### src/rtl/gba_cart_bus.sv
// GBA cartridge bus engine: strobe synchronisers, address latch/increment,
// ROM / mapped-register read path and register write decode.
module gba_cart_bus #(
    parameter int          ROM_AW      = 10,
    parameter logic [15:0] REG_BASE    = 16'h0400,
    parameter int          NUM_REGS    = 4,
    parameter int          SYNC_STAGES = 3,
    parameter logic [15:0] REG_RESET   = 16'h0000
) (
    input  logic                    CLK,
    input  logic                    RST_N,
    input  logic                    CS,
    input  logic                    RD,
    input  logic                    WR,
    input  logic [15:0]             A_IN,
    output logic [15:0]             D_OUT,
    output logic                    D_OE,
    output logic [ROM_AW-1:0]       ROM_ADDR,
    input  logic [15:0]             ROM_DATA,
    output logic [16*NUM_REGS-1:0]  REGS,
    output logic [NUM_REGS-1:0]     REG_WSTB,
    output logic                    BUSY
);

    localparam int S  = SYNC_STAGES;
    localparam int IW = (NUM_REGS > 1) ? $clog2(NUM_REGS) : 1;

    typedef enum logic [1:0] {IDLE, ACTIVE, FETCH} state_t;

    state_t          state, state_n;
    logic [S-1:0]    cs_h, rd_h, wr_h;
    logic            cs_fall, cs_rise, rd_fall, rd_rise, wr_fall, wr_rise;
    logic [15:0]     addr, addr_inc, off;
    logic [16:0]     win_lim;
    logic            in_win;
    logic [IW-1:0]   idx;
    logic [15:0]     regs_q [NUM_REGS];
    logic            pend, pend_n;
    logic            latch, inc, do_wr, do_fetch;

    // Bus output enable must track the raw pins; the sync path is too slow.
    assign D_OE = RST_N & ~CS & ~RD;
    assign BUSY = (state != IDLE);

    always_ff @(posedge CLK or negedge RST_N) begin
        if (!RST_N) begin
            cs_h <= '1;
            rd_h <= '1;
            wr_h <= '1;
        end else begin
            cs_h <= {cs_h[S-2:0], CS};
            rd_h <= {rd_h[S-2:0], RD};
            wr_h <= {wr_h[S-2:0], WR};
        end
    end

    assign cs_fall = (cs_h[S-1:S-2] == 2'b10);
    assign cs_rise = (cs_h[S-1:S-2] == 2'b01);
    assign rd_fall = (rd_h[S-1:S-2] == 2'b10);
    assign rd_rise = (rd_h[S-1:S-2] == 2'b01);
    assign wr_fall = (wr_h[S-1:S-2] == 2'b10);
    assign wr_rise = (wr_h[S-1:S-2] == 2'b01);

    assign addr_inc = addr + 16'd1;
    assign win_lim  = {1'b0, REG_BASE} + 17'(NUM_REGS);
    assign in_win   = ({1'b0, addr} >= {1'b0, REG_BASE}) &&
                      ({1'b0, addr} < win_lim);
    assign off      = addr - REG_BASE;
    assign idx      = off[IW-1:0];

    always_ff @(posedge CLK or negedge RST_N) begin
        if (!RST_N) state <= IDLE;
        else        state <= state_n;
    end

    // Increments are deferred while a fetch is pending so the fetch
    // always sees the address it was issued against.
    always_comb begin
        state_n  = state;
        pend_n   = pend;
        latch    = 1'b0;
        inc      = 1'b0;
        do_wr    = 1'b0;
        do_fetch = 1'b0;
        if (cs_rise) begin
            state_n = IDLE;
            pend_n  = 1'b0;
        end else begin
            case (state)
                IDLE: begin
                    if (cs_fall) begin
                        latch   = 1'b1;
                        pend_n  = 1'b0;
                        state_n = ACTIVE;
                    end
                end
                ACTIVE: begin
                    if (cs_fall) begin
                        latch  = 1'b1;
                        pend_n = 1'b0;
                    end else if (rd_fall) begin
                        state_n = FETCH;
                        pend_n  = pend | rd_rise | wr_rise;
                    end else begin
                        do_wr  = wr_fall & in_win;
                        inc    = pend | rd_rise | wr_rise;
                        pend_n = 1'b0;
                    end
                end
                FETCH: begin
                    do_fetch = 1'b1;
                    pend_n   = pend | rd_rise | wr_rise;
                    state_n  = ACTIVE;
                end
                default: state_n = IDLE;
            endcase
        end
    end

    always_ff @(posedge CLK or negedge RST_N) begin
        if (!RST_N) begin
            addr     <= '0;
            ROM_ADDR <= '0;
            D_OUT    <= '0;
            REG_WSTB <= '0;
            pend     <= 1'b0;
            for (int i = 0; i < NUM_REGS; i++) regs_q[i] <= REG_RESET;
        end else begin
            REG_WSTB <= '0;
            pend     <= pend_n;
            if (latch) begin
                addr     <= A_IN;
                ROM_ADDR <= A_IN[ROM_AW-1:0];
            end else if (inc) begin
                addr     <= addr_inc;
                ROM_ADDR <= addr_inc[ROM_AW-1:0];
            end
            if (do_wr) begin
                regs_q[idx]   <= A_IN;
                REG_WSTB[idx] <= 1'b1;
            end
            if (do_fetch) begin
                D_OUT <= in_win ? regs_q[idx] : ROM_DATA;
            end
        end
    end

    for (genvar g = 0; g < NUM_REGS; g++) begin : g_flat
        assign REGS[16*g +: 16] = regs_q[g];
    end

endmodule

### config.mk
export PLATFORM = sky130hd
export DESIGN_NAME = gba_cart_bus
export DESIGN_NICKNAME = d
export VERILOG_FILES = /design/src/rtl/gba_cart_bus.sv
export SDC_FILE = /design/constraint.sdc
export NUM_CORES = 1
export LEC_CHECK = 0
export ABC_AREA = 1
export BUFFER_PORTS_ARGS = -buffer_cell sky130_fd_sc_hd__buf_4
export CAP_MARGIN = 20
export CORE_MARGIN = 5
export CORE_UTILIZATION = 45
export DETAILED_ROUTE_END_ITERATION = 8
export PLACE_DENSITY = 0.68
export SYNTH_ARGS = -nofsm -noshare
export SYNTH_HDL_FRONTEND = slang
export SYNTH_SLANG_ARGS = --single-unit
### constraint.sdc
create_clock -name CLK -period 2.6 [get_ports CLK]
set_clock_uncertainty 0.1 [all_clocks]
set_input_delay 0 -clock CLK [delete_from_list [all_inputs] [get_ports CLK]]
set_output_delay 0 -clock CLK [all_outputs]
set_load 0.02 [all_outputs]
==> results of run 1 <==
per-layer routing:
layer,vias up,global-route usage,share of wire
met5,-,0,0
met4,0,0.0719,0.022
met3,28,0.0496,0.081
met2,248,0.344,0.44
met1,2760,0.354,0.45
li1,2882,-,-
per-stage QoR:
step,std cells,area (sq um),hold slack (ns)
after global routing,1125,7790,0.199
final,1125,7790,0.131
after global placement,1075,7140,-0.0205
after CTS,1125,7790,0.154
after detailed placement,1075,7140,-0.0203
after floorplan,803,6130,-0.396
sequential cells by signal, summed over array words and instances, names as in the netlist, 2 cells and up:
signal    count
rd_h          3
ROM_ADDR      9
D_OUT        16
cs_h          3
wr_h          3
REG_WSTB      4
addr          7
REGS         64
state         2
final cells by class:
cell class                      count  share of cell area
Tap cell                          176              0.0283
Multi-Input combinational cell    578               0.352
Sequential cell                   112               0.361
Clock inverter                      3             0.00546
Timing Repair Buffer              188               0.194
Clock buffer                       11              0.0312
Inverter                           57              0.0275
report_power, final:
group / total [mW] / switching (mW) / internal [mW]
logic: 2.91 / 1.92 / 0.990
registers: 2.30 / 0.278 / 2.02
clock network: 1.40 / 0.640 / 0.765
total: 6.61 / 2.83 / 3.78
cell families after synthesis:
| kind of cell | Yosys count |
|---|---|
| XOR/XNOR | 6 |
| buffers and inverters | 113 |
| AO/OA/AOI/OAI | 14 |
| flip-flops | 112 |
| adder cells (fa/ha/maj) | 11 |
| AND/OR/NAND/NOR | 547 |
cell usage in the layout, fill, tap and decap left out:
cell type,Yosys,final
or2_2,1,1
nor2_2,4,4
ha_1,11,11
a21oi_1,4,4
nor2_8,2,2
dfrtp_1,103,103
nand3b_2,1,1
clkbuf_8,0,1
buf_12,0,1
xor2_1,4,4
clkbuf_16,0,9
o21ai_0,8,8
nand3_1,104,104
inv_2,4,4
nor2_1,25,25
dlygate4sd3_1,0,36
o31ai_1,1,1
nand2_2,1,1
buf_4,17,151
nand3_4,4,4
nand2_1,334,334
nor3_1,1,1
inv_1,51,51
nand4_1,67,67
bufinv_16,0,1
a31oi_1,1,1
or2_1,1,1
clkinv_1,2,3
clkbuf_1,12,1
nand3_2,1,1
inv_6,0,1
dfstp_2,9,9
xnor2_1,2,2
nor3b_1,1,1
worst max path at each step:
stage,start,end,slack [ns],cells past startpoint
floorplan,cs_h[2],REGS[10],0.74,9
global placement,cs_h[2],REGS[30],0.48,8
detailed placement,cs_h[2],REGS[28],0.43,8
CTS,cs_h[2],REGS[28],0.40,8
global route,cs_h[2],REGS[8],0.26,8
finish,cs_h[2],REGS[28],0.41,8
==> summary.md, run 1 <==
| Metric | Value |
|---|---|
| Worst VDD drop | `0.000503 V` |
| Storage cell area | `2810 sq um` |
| Area leader, netlist | `dfrtp_1` |
| Die Span Y | `127 um` |
| R2R cell count | `8` |
| Crit-path max cell delay | `0.54 ns` |
| Layout cells sized above 1 | `0.201` |
| RR Endpoint | `REGS[28]` |
| Slowest cell on crit path | `dfstp_2` |
| Sequential area share after synthesis | `0.459` |
| DRC Markers | `0` |
| Clock root cell | `clkbuf_16` |
| Mux contribution to synthesized area | `0` |
| Latest clock arrival within the worst-skew pair | `0.35 ns` |
| Routed WL | `19.0 mm` |
| Clk sinks | `112` |
| Post-CTS Hold Fix Bufs | `36` |
| TritonCTS clock tree | `yes` |
| Nets@finish | `994` |
| Clock buffer depth | `2` |
| Post-layout util | `0.586` |
| Synth Flop Type | `dfrtp_1` |
| CP Cell Sequence | `inv_1 > ha_1 > nor2_2 > nand3b_2 > nor2_8 > buf_4 > nand4_1 > nand2_1` |
| Final Hold Fails | `0` |
| Slew headroom | `0.543` |
| Fmax achieved | `456 MHz` |
| Vias in the first global route | `5427` |
| First-pass GRT wire length | `30.3 mm` |
| Most common cell in the synthesized netlist | `nand2_1` |
| Die Span X | `127 um` |
| Worst min-delay path category | `input port to async pin` |
| Port Buffer Count | `132` |
| Worst Tran Pin Value | `0.686 ns` |
| Fin crit period | `2.19 ns` |
| Die Footprint | `16100 sq um` |
| DR pass1 iterations | `7` |
| # rows | `42` |
| Post-synth EDFFs | `0` |
| Multi-input gate area | `2740 sq um` |
| WP buf/inv | `2` |
| CP Launch Type | `flip-flop` |
| Mapped Cells | `803` |
| Clock transition at path regs | `0.07 ns` |
| Antenna-violating nets left | `0` |
| Ant diodes | `0` |
| Synth Area in XOR/XNOR | `0.00857` |
| Vias post-DR | `5918` |
| Final period util | `0.844` |
| Initial core utilization | `0.461` |
| Synth warnings | `0` |
| Postcts setup bufs | `0` |
| Via density per instance | `5.26` |
| Starting DRT DRC Count | `441` |
| Synth cell types | `32` |
| Simple-Gate Fraction of Synth Area | `0.403` |
| GRT overflow | `0` |
| Reg-to-Reg Start | `cs_h[2]` |
| Post-synth top area share | `0.420` |
| Mapped cell area | `6130 sq um` |
| Synth async-reset ratio | `1.00` |
| Core area | `13300 sq um` |
| Layout fillers | `1226` |
| Reg2Reg Setup Slack | `0.41 ns` |
| Adder-Cell Fraction of Synth Area | `0.0224` |
| Pre-CTS WS | `0.431 ns` |
| Leading post-synthesis cells by cell area | `dfrtp_1 (42%), nand2_1 (20%), nand3_1 (8.5%)` |
| RSZ-0062 raised after global routing | `no` |
| Setup TNS Final | `0 ns` |
| Status | `complete, no violations` |
| Total power | `6.61 mW` |
| Main combinational cell family by area after synthesis | `simple AND/OR/NAND/NOR gates` |
| Critical path class | `flip-flop to flip-flop` |
| Max cap viols | `0` |
| # IOs | `133` |
| Worst setup margin | `0.406 ns` |
| Post-CTS Resized | `0` |
| Arrival time worst endpoint | `2.39 ns` |
| Max-slew violations | `0` |
| Compound-cell area share of the yosys netlist | `0.0120` |
| Initial antenna violation count | `0` |
| Lkg Pwr | `4.02 nW` |
| Largest net degree at the start of global routing | `64` |
| Critical-path maximum fanout | `23` |
| FF+latch count, synth | `112` |
| Worst Setup End Kind | `flip-flop` |
| WL per Instance | `16.9 um` |
| H-tree depth | `3` |
| Routability cong. | `0.936` |
| Post-DP HPWL | `13.3 mm` |
| Critical path required time | `2.80 ns` |
| Layout area overhead | `26.9%` |
| Cts bufs inserted | `9` |
| Cell Pwr Density | `849 nW/um^2` |
| Post-synth top cells | `nand2_1 (334), nand3_1 (104), dfrtp_1 (103), nand4_1 (67), inv_1 (51)` |
| Avg Cell Area, Syn | `7.64 sq um` |
| Syn Nets | `851` |
| Total Routing Usage GR | `0.236` |
| Count of final setup violators | `0` |
| Kind of cell adding the most delay to the critical path | `simple AND/OR/NAND/NOR gates` |
No activity file was read; power rests on OpenSTA's default activity.
==> inputs of run 2 (changes only) <==
PLACE_DENSITY = 0.71   (was 0.68)
clock period = 1.8 ns   (was 2.6 ns; I/O delays follow)
==> run 2 against run 1 <==
The flow now finishes with violations (negative setup slack). Hold slack got worse by 0.11 ns. Sequential power increased by 38%. Critical endpoint is now REGS[38]. Worst setup slack worse by 0.46 ns. Sequential cell count is the same. Largest cell class is now multi-input combinational cells. Sequential share of layout area fell by 2.9 points. Largest power group unchanged. Critical path type unchanged. Critical path depth grew 1. First-iteration DRC count is 9.5% higher. Combinational power rose by 74%. Via count increased by 7.4%.
==> summary.md, run 2 (synthesis results as in run 1) <==
| Metric | Value |
|---|---|
| TritonCTS clock tree | `yes (unchanged)` |
| Ant diodes | `0 (unchanged)` |
| Met3 Resource Use GR | `0.0458 (was 0.0496)` |
| Worst setup margin | `-0.0514 ns (was 0.406 ns)` |
| Fmax achieved | `540 MHz (was 456 MHz)` |
| Starting DRT DRC Count | `483 (was 441)` |
| Largest net degree at the start of global routing | `66 (was 64)` |
| Antenna-violating nets left | `0 (unchanged)` |
| Met2 Track Usage GR | `0.385 (was 0.344)` |
| Reg-to-Reg Start | `cs_h[2] (unchanged)` |
| Critical path class | `flip-flop to flip-flop (unchanged)` |
| Worst setup path start | `cs_h[2] (unchanged)` |
| Die Span Y | `127 um (unchanged)` |
| GRT overflow | `0 (unchanged)` |
| Max reg flops | `64 (unchanged)` |
| # IOs | `133 (unchanged)` |
| Worst VDD drop | `0.000722 V (was 0.000503 V)` |
| Clock buffer depth | `2 (unchanged)` |
| Failing checks | `negative setup slack` |
| # rows | `42 (unchanged)` |
| Arrival time worst endpoint | `2.06 ns (was 2.39 ns)` |
| Max-slew violations | `0 (unchanged)` |
| WL per Instance | `17.2 um (was 16.9 um)` |
| Most used routing layer | `met2 (was met1)` |
| Layout area overhead | `38.0% (was 26.9%)` |
| Critical-path maximum fanout | `16 (was 23)` |
| Reg2Reg Setup Slack | `-0.05 ns (was 0.41 ns)` |
| CP Launch Type | `flip-flop (unchanged)` |
| RSZ-0062 raised after global routing | `yes (was no)` |
| Commonest cells after routing, fill and taps aside | `nand2_1 (325), buf_4 (192), dfrtp_1 (103), nand3_1 (103), nand4_1 (67) (was nand2_1 (334), buf_4 (151), nand3_1 (104), dfrtp_1 (103), nand4_1 (67))` |
| Latest clock arrival within the worst-skew pair | `0.37 ns (was 0.35 ns)` |
| Die Footprint | `16100 sq um (unchanged)` |
| Layout cells sized above 1 | `0.264 (was 0.201)` |
| Initial antenna violation count | `0 (unchanged)` |
| Worst Setup End Kind | `flip-flop (unchanged)` |
| Clk sinks | `112 (unchanged)` |
| Post-DP HPWL | `13.9 mm (was 13.3 mm)` |
| Total Routing Usage GR | `0.249 (was 0.236)` |
| RR Endpoint | `REGS[38] (was REGS[28])` |
| Clock root cell | `clkbuf_16 (unchanged)` |
| Commonest non-fill, non-tap cell in the layout | `nand2_1 (unchanged)` |
| Pre-CTS WS | `-0.103 ns (was 0.431 ns)` |
| Status | `complete, but fails checks (was complete, no violations)` |
| Routability cong. | `0.860 (was 0.936)` |
| DR pass1 iterations | `5 (was 7)` |
| Core area | `13300 sq um (unchanged)` |
| M1 GR Usage | `0.349 (was 0.354)` |
| Max cap viols | `0 (unchanged)` |
| Final Hold Fails | `0 (unchanged)` |
| First-pass GRT wire length | `32.0 mm (was 30.3 mm)` |
| Total power | `10.3 mW (was 6.61 mW)` |
| Die Span X | `127 um (unchanged)` |
| Vias post-DR | `6354 (was 5918)` |
| Slew headroom | `0.712 (was 0.543)` |
| Via density per instance | `5.37 (was 5.26)` |
| Cts bufs inserted | `9 (unchanged)` |
| Initial core utilization | `0.461 (unchanged)` |
| Vias in the first global route | `5953 (was 5427)` |
| Lkg Pwr | `4.32 nW (was 4.02 nW)` |
| Setup TNS Final | `-1.50 ns (was 0 ns)` |
| Routed WL | `20.4 mm (was 19.0 mm)` |
| R2R cell count | `9 (was 8)` |
| Critical path required time | `2.01 ns (was 2.80 ns)` |
| DRC Markers | `0 (unchanged)` |
| Port Buffer Count | `132 (unchanged)` |
| Final period util | `1.03 (was 0.844)` |
| H-tree depth | `3 (unchanged)` |
| Nets@finish | `1051 (was 994)` |
| Clock transition at path regs | `0.08 ns (was 0.07 ns)` |
| Fin crit period | `1.85 ns (was 2.19 ns)` |
| Cell Pwr Density | `1220 nW/um^2 (was 849 nW/um^2)` |
| Worst min-delay path category | `input port to async pin (unchanged)` |
| Worst Tran Pin Value | `0.432 ns (was 0.686 ns)` |
| CP endpoint | `REGS[38] (was REGS[28])` |
| Count of final setup violators | `67 (was 0)` |
==> run 2: changes by cell type in the layout (fill, tap and decap cells not counted), sizes merged <==
cell	change
clkbuf	+3
buf	+48
clkinv	+2
inv	-1
nand3	+5
clkinvlp	+2
==> run 2: cell type report <==
class,count,area [sq um]
Tap cell,176,220
Fill cell,1172,4830
Clock buffer,11,233
Timing Repair inverter,1,7.51
Clock inverter,5,65.1
Multi-Input combinational cell,583,2890
Inverter,57,219
Timing Repair Buffer,239,2020
Sequential cell,112,2810
==> run 2: worst max-delay path: stages (launching register included) <==
cell and delay [ns]:
dfstp_2 0.54, inv_2 0.04, ha_4 0.16, nor2_4 0.14
nand3b_4 0.11, nor2_8 0.14, clkbuf_16 0.19, clkbuf_16 0.18
nand4_1 0.11, nand2_1 0.09
==> run 2: metrics by stage <==
step                area (sq um)  hold WS (ns)   util  std cells
finish                      8470        0.0226  0.637       1184
global route                8470        0.0474  0.637       1184
CTS                         8320        0.0307  0.626       1178
detailed placement          7510        -0.137  0.565       1118
global placement            7510        -0.142  0.565       1118
floorplan                   6200        -0.396      -        803
==> run 2: per-layer routing <==
metal  up-vias  routed length, um
met5         -                  0
met3        44               1910
li1       2999                  -
met4         0                615
met1      2981               8420
met2       330               9460
==> run 2: report_power, final <==
| group | leakage [nW] | total (mW) | switching [mW] | internal [mW] |
|---|---|---|---|---|
| Combinational | 3.03 | 5.05 | 3.13 | 1.92 |
| Clock | 0.144 | 2.09 | 0.998 | 1.10 |
| Sequential | 1.14 | 3.17 | 0.247 | 2.92 |
| Total | 4.32 | 10.3 | 4.37 | 5.94 |
==> run 2: worst min path at each step <==
stage	slack [ns]	cells after the start	start	to
global route	0.05	2	RST_N	state[1]
finish	0.02	2	RST_N	state[1]
floorplan	-0.40	0	RST_N	D_OUT[0]
global placement	-0.14	1	RST_N	state[0]
CTS	0.03	2	RST_N	state[1]
detailed placement	-0.14	1	RST_N	state[0]
==> run 2: repair_timing <==
action / in CTS / in global routing
resized for setup: 13 / 14
pin swaps: 7 / 11
setup buffers: 3 / 1
cloned: 5 / 5
endpoints found under the hold margin: 206 / 0
setup endpoints to repair: 78 / 80
hold buffers: 36 / 0
==> inputs of run 3 (changes only) <==
ABC_AREA = not set   (was 1)
CAP_MARGIN = 5   (was 20)
PLACE_DENSITY = 0.72   (was 0.71)
==> run 3 against run 2 <==
The flow still finishes with violations (negative setup slack). Global-route usage decreased by 3.2 points. Synthesized cell count decreased by 48%. Sequential cell count unchanged. Non-clock buffer count increased by 6. Register-to-register slack got worse by 0.48 ns. Utilization increased by 4.5 points. Highest routed layer unchanged.
==> summary.md, run 3 <==
| Metric | Value |
|---|---|
| Simple-Gate Fraction of Synth Area | `0.0917 (was 0.403)` |
| Core area | `11500 sq um (was 13300 sq um)` |
| Adder-Cell Fraction of Synth Area | `0.0259 (was 0.0224)` |
| Worst Tran Pin Value | `0.590 ns (was 0.432 ns)` |
| Critical path required time | `1.94 ns (was 2.01 ns)` |
| Main combinational cell family by area after synthesis | `multiplexers (was simple AND/OR/NAND/NOR gates)` |
| Layout fillers | `804 (was 1172)` |
| Clock buffer depth | `2 (unchanged)` |
| Post-synth top cells | `dfrtp_1 (103), mux2_2 (62), nand2_1 (31), o21ai_0 (29), mux2i_1 (18) (was nand2_1 (334), nand3_1 (104), dfrtp_1 (103), nand4_1 (67), inv_1 (51))` |
| WL per Instance | `19.0 um (was 17.2 um)` |
| Starting DRT DRC Count | `269 (was 483)` |
| Die Footprint | `14100 sq um (was 16100 sq um)` |
| Antenna-violating nets left | `0 (unchanged)` |
| Most common cell in the synthesized netlist | `dfrtp_1 (was nand2_1)` |
| Die Span X | `119 um (was 127 um)` |
| CP Cell Sequence | `inv_2 > ha_4 > or4_4 > nor4_4 > buf_4 > nand2_2 > buf_12 > mux2_2 (was inv_2 > ha_4 > nor2_4 > nand3b_4 > nor2_8 > clkbuf_16 > clkbuf_16 > nand4_1 > nand2_1)` |
| Crit-path max cell delay | `0.55 ns (was 0.54 ns)` |
| FF+latch count, synth | `112 (unchanged)` |
| Worst VDD drop | `0.000909 V (was 0.000722 V)` |
| Status | `complete, but fails checks (unchanged)` |
| Vias in the first global route | `4506 (was 5953)` |
| Mapped cell area | `5310 sq um (was 6130 sq um)` |
| Slowest cell on crit path | `or4_4 (was dfstp_2)` |
| Post-DP HPWL | `10.4 mm (was 13.9 mm)` |
| Clock root cell | `clkbuf_16 (unchanged)` |
| Commonest non-fill, non-tap cell in the layout | `buf_4 (was nand2_1)` |
| Max reg flops | `64 (unchanged)` |
| # IOs | `133 (unchanged)` |
| WP buf/inv | `3 (unchanged)` |
| RR Endpoint | `REGS[12] (was REGS[38])` |
| Ant diodes | `0 (unchanged)` |
| Total power | `9.55 mW (was 10.3 mW)` |
| Initial core utilization | `0.463 (was 0.461)` |
| Synth cell types | `43 (was 32)` |
| Worst setup margin | `-0.531 ns (was -0.0514 ns)` |
| Storage cell area | `2810 sq um (unchanged)` |
| Final Hold Fails | `0 (unchanged)` |
| Lkg Pwr | `3.55 nW (was 4.32 nW)` |
| Mapped Cells | `414 (was 803)` |
| DRC Markers | `0 (unchanged)` |
| Worst min-delay path category | `input port to async pin (unchanged)` |
| Commonest cells after routing, fill and taps aside | `buf_4 (196), dfrtp_1 (103), mux2_2 (62), dlygate4sd3_1 (36), nand2_1 (30) (was nand2_1 (325), buf_4 (192), dfrtp_1 (103), nand3_1 (103), nand4_1 (67))` |
| Kind of cell adding the most delay to the critical path | `simple AND/OR/NAND/NOR gates (unchanged)` |
| Routed WL | `15.0 mm (was 20.4 mm)` |
| Count of final setup violators | `100 (was 67)` |
| Area leader, netlist | `dfrtp_1 (unchanged)` |
| CP Launch Type | `flip-flop (unchanged)` |
| Nets@finish | `690 (was 1051)` |
| Pre-CTS WS | `-0.566 ns (was -0.103 ns)` |
| Routability cong. | `0.836 (was 0.860)` |
| Non-Filler Cell Area, Final | `7820 sq um (was 8470 sq um)` |
| Clk sinks | `112 (unchanged)` |
| Max cap viols | `0 (unchanged)` |
| First-pass GRT wire length | `24.5 mm (was 32.0 mm)` |
| Cells after DPL | `730 (was 1118)` |
| DR pass1 iterations | `4 (was 5)` |
| # rows | `39 (was 42)` |
| Fmax achieved | `429 MHz (was 540 MHz)` |
| Compound-cell area share of the yosys netlist | `0.0672 (was 0.0120)` |
| Latest clock arrival within the worst-skew pair | `0.35 ns (was 0.37 ns)` |
| Fin crit period | `2.33 ns (was 1.85 ns)` |
| Layout area overhead | `47.3% (was 38.0%)` |
| Multi-input gate area | `2410 sq um (was 2890 sq um)` |
| Arrival time worst endpoint | `2.47 ns (was 2.06 ns)` |
| Cts bufs inserted | `9 (unchanged)` |
| Post-synth top area share | `0.486 (was 0.420)` |
| Critical-path maximum fanout | `16 (unchanged)` |
| Mux contribution to synthesized area | `0.239 (was 0)` |
| Clock transition at path regs | `0.08 ns (about the same)` |
| Layout cells sized above 1 | `0.524 (was 0.264)` |
| Port Buffer Count | `132 (unchanged)` |
| Synth async-reset ratio | `1.00 (unchanged)` |
| Synth Flop Type | `dfrtp_1 (unchanged)` |
| Reg-to-Reg Start | `cs_h[2] (unchanged)` |
| Initial antenna violation count | `0 (unchanged)` |
| Worst Setup End Kind | `flip-flop (unchanged)` |
| Avg Cell Area, Syn | `12.8 sq um (was 7.64 sq um)` |
| Via density per instance | `5.39 (was 5.37)` |
| Setup TNS Final | `-41.08 ns (was -1.50 ns)` |
| GRT overflow | `0 (unchanged)` |
| Sequential area share after synthesis | `0.530 (was 0.459)` |
| TritonCTS clock tree | `yes (unchanged)` |
| R2R cell count | `8 (was 9)` |
| Post-synth EDFFs | `0 (unchanged)` |
| Syn Nets | `462 (was 851)` |
| RSZ-0062 raised after global routing | `yes (unchanged)` |
| Final period util | `1.29 (was 1.03)` |
| Largest net degree at the start of global routing | `113 (was 66)` |
| Synth warnings | `0 (unchanged)` |
| Die Span Y | `119 um (was 127 um)` |
| Critical path class | `flip-flop to flip-flop (unchanged)` |
| Vias post-DR | `4257 (was 6354)` |
| Max-slew violations | `0 (unchanged)` |
| Slew headroom | `0.606 (was 0.712)` |
| H-tree depth | `3 (unchanged)` |
| Area after DPL | `6940 sq um (was 7510 sq um)` |
| Failing checks | `negative setup slack (unchanged)` |
| Cell Pwr Density | `1220 nW/um^2 (about the same)` |
| Reg2Reg Setup Slack | `-0.53 ns (was -0.05 ns)` |
| Synth Area in XOR/XNOR | `0.00495 (was 0.00857)` |
| Leading post-synthesis cells by cell area | `dfrtp_1 (49%), mux2_2 (13%), mux4_2 (6.8%) (was dfrtp_1 (42%), nand2_1 (20%), nand3_1 (8.5%))` |
| Finished Layout Cells | `790 (was 1184)` |
| Total Routing Usage GR | `0.218 (was 0.249)` |
## run 3: changes by cell type in the layout (fill, tap and decap cells not counted), sizes merged, moves of 6 or more
cell   delta
mux2i    +18
nor2     -22
mux4     +16
buf       +8
nand3   -102
o21ai    +21
inv      -41
nor4      +7
nand2   -300
nand4    -63
mux2     +64
a221o     +7
nor3      +6
## run 3: how the worst max path moves through the flow
stage,start,end,slack (ns),depth (start not counted)
floorplan,cs_h[2],REGS[22],-0.77,9
CTS,cs_h[2],REGS[22],-0.53,8
detailed placement,cs_h[1],REGS[63],-0.57,8
global route,cs_h[2],addr[13],-0.62,8
finish,cs_h[2],REGS[12],-0.53,8
global placement,cs_h[1],REGS[22],-0.53,8
## run 3: metal layers
layer	track usage	vias to the layer above	part of all wire
li1	-	1966	-
met1	0.284	2145	0.42
met2	0.364	124	0.51
met3	0.0458	22	0.050
met4	0.0709	0	0.019
met5	0	-	0
## run 3: metrics by stage
stage	util	hold WS (ns)
4_1_cts	0.680	0.193
3_3_place_gp	0.605	0.00839
2_1_floorplan	-	-0.396
5_1_grt	0.682	0.213
3_5_place_dp	0.605	0.0145
6_report	0.682	0.189
## run 3: area by class of cell
class	instances	area share
flip-flops and latches	112	0.360
clock inverters	6	0.0125
well taps	143	0.0229
inverters	11	0.00528
repair buffers	245	0.263
multi-input cells	263	0.308
clock buffers	10	0.0293
## run 3: repair_timing
| item | 4_1_cts | 5_1_grt |
|---|---|---|
| endpoints found under the hold margin | 202 | 0 |
| gates cloned | 1 | 0 |
| pin swaps | 6 | 5 |
| gates resized for setup | 42 | 8 |
| endpoints found under the setup margin | 100 | 100 |
| hold buffers | 36 | 0 |
| setup buffers | 6 | 2 |
## run 3: logic make-up (layout without fill, tap and decap cells)
kind of cell / after synthesis / after routing
flops: 112 / 112
mux: 98 / 98
simple gates: 94 / 94
compound gates: 57 / 57
buf+inv: 39 / 272
fa+ha+maj: 11 / 11
xor+xnor: 3 / 3
## run 3: worst min-delay path, cell delays in order
cell and delay, ns:
dlygate4sd3_1 0.52, buf_4 0.13, buf_12 0.45
## run 3: power breakdown
group	internal (mW)	switching, mW	total, mW
Sequential	2.98	0.313	3.29
Combinational	1.96	2.10	4.06
Clock	1.24	0.949	2.19
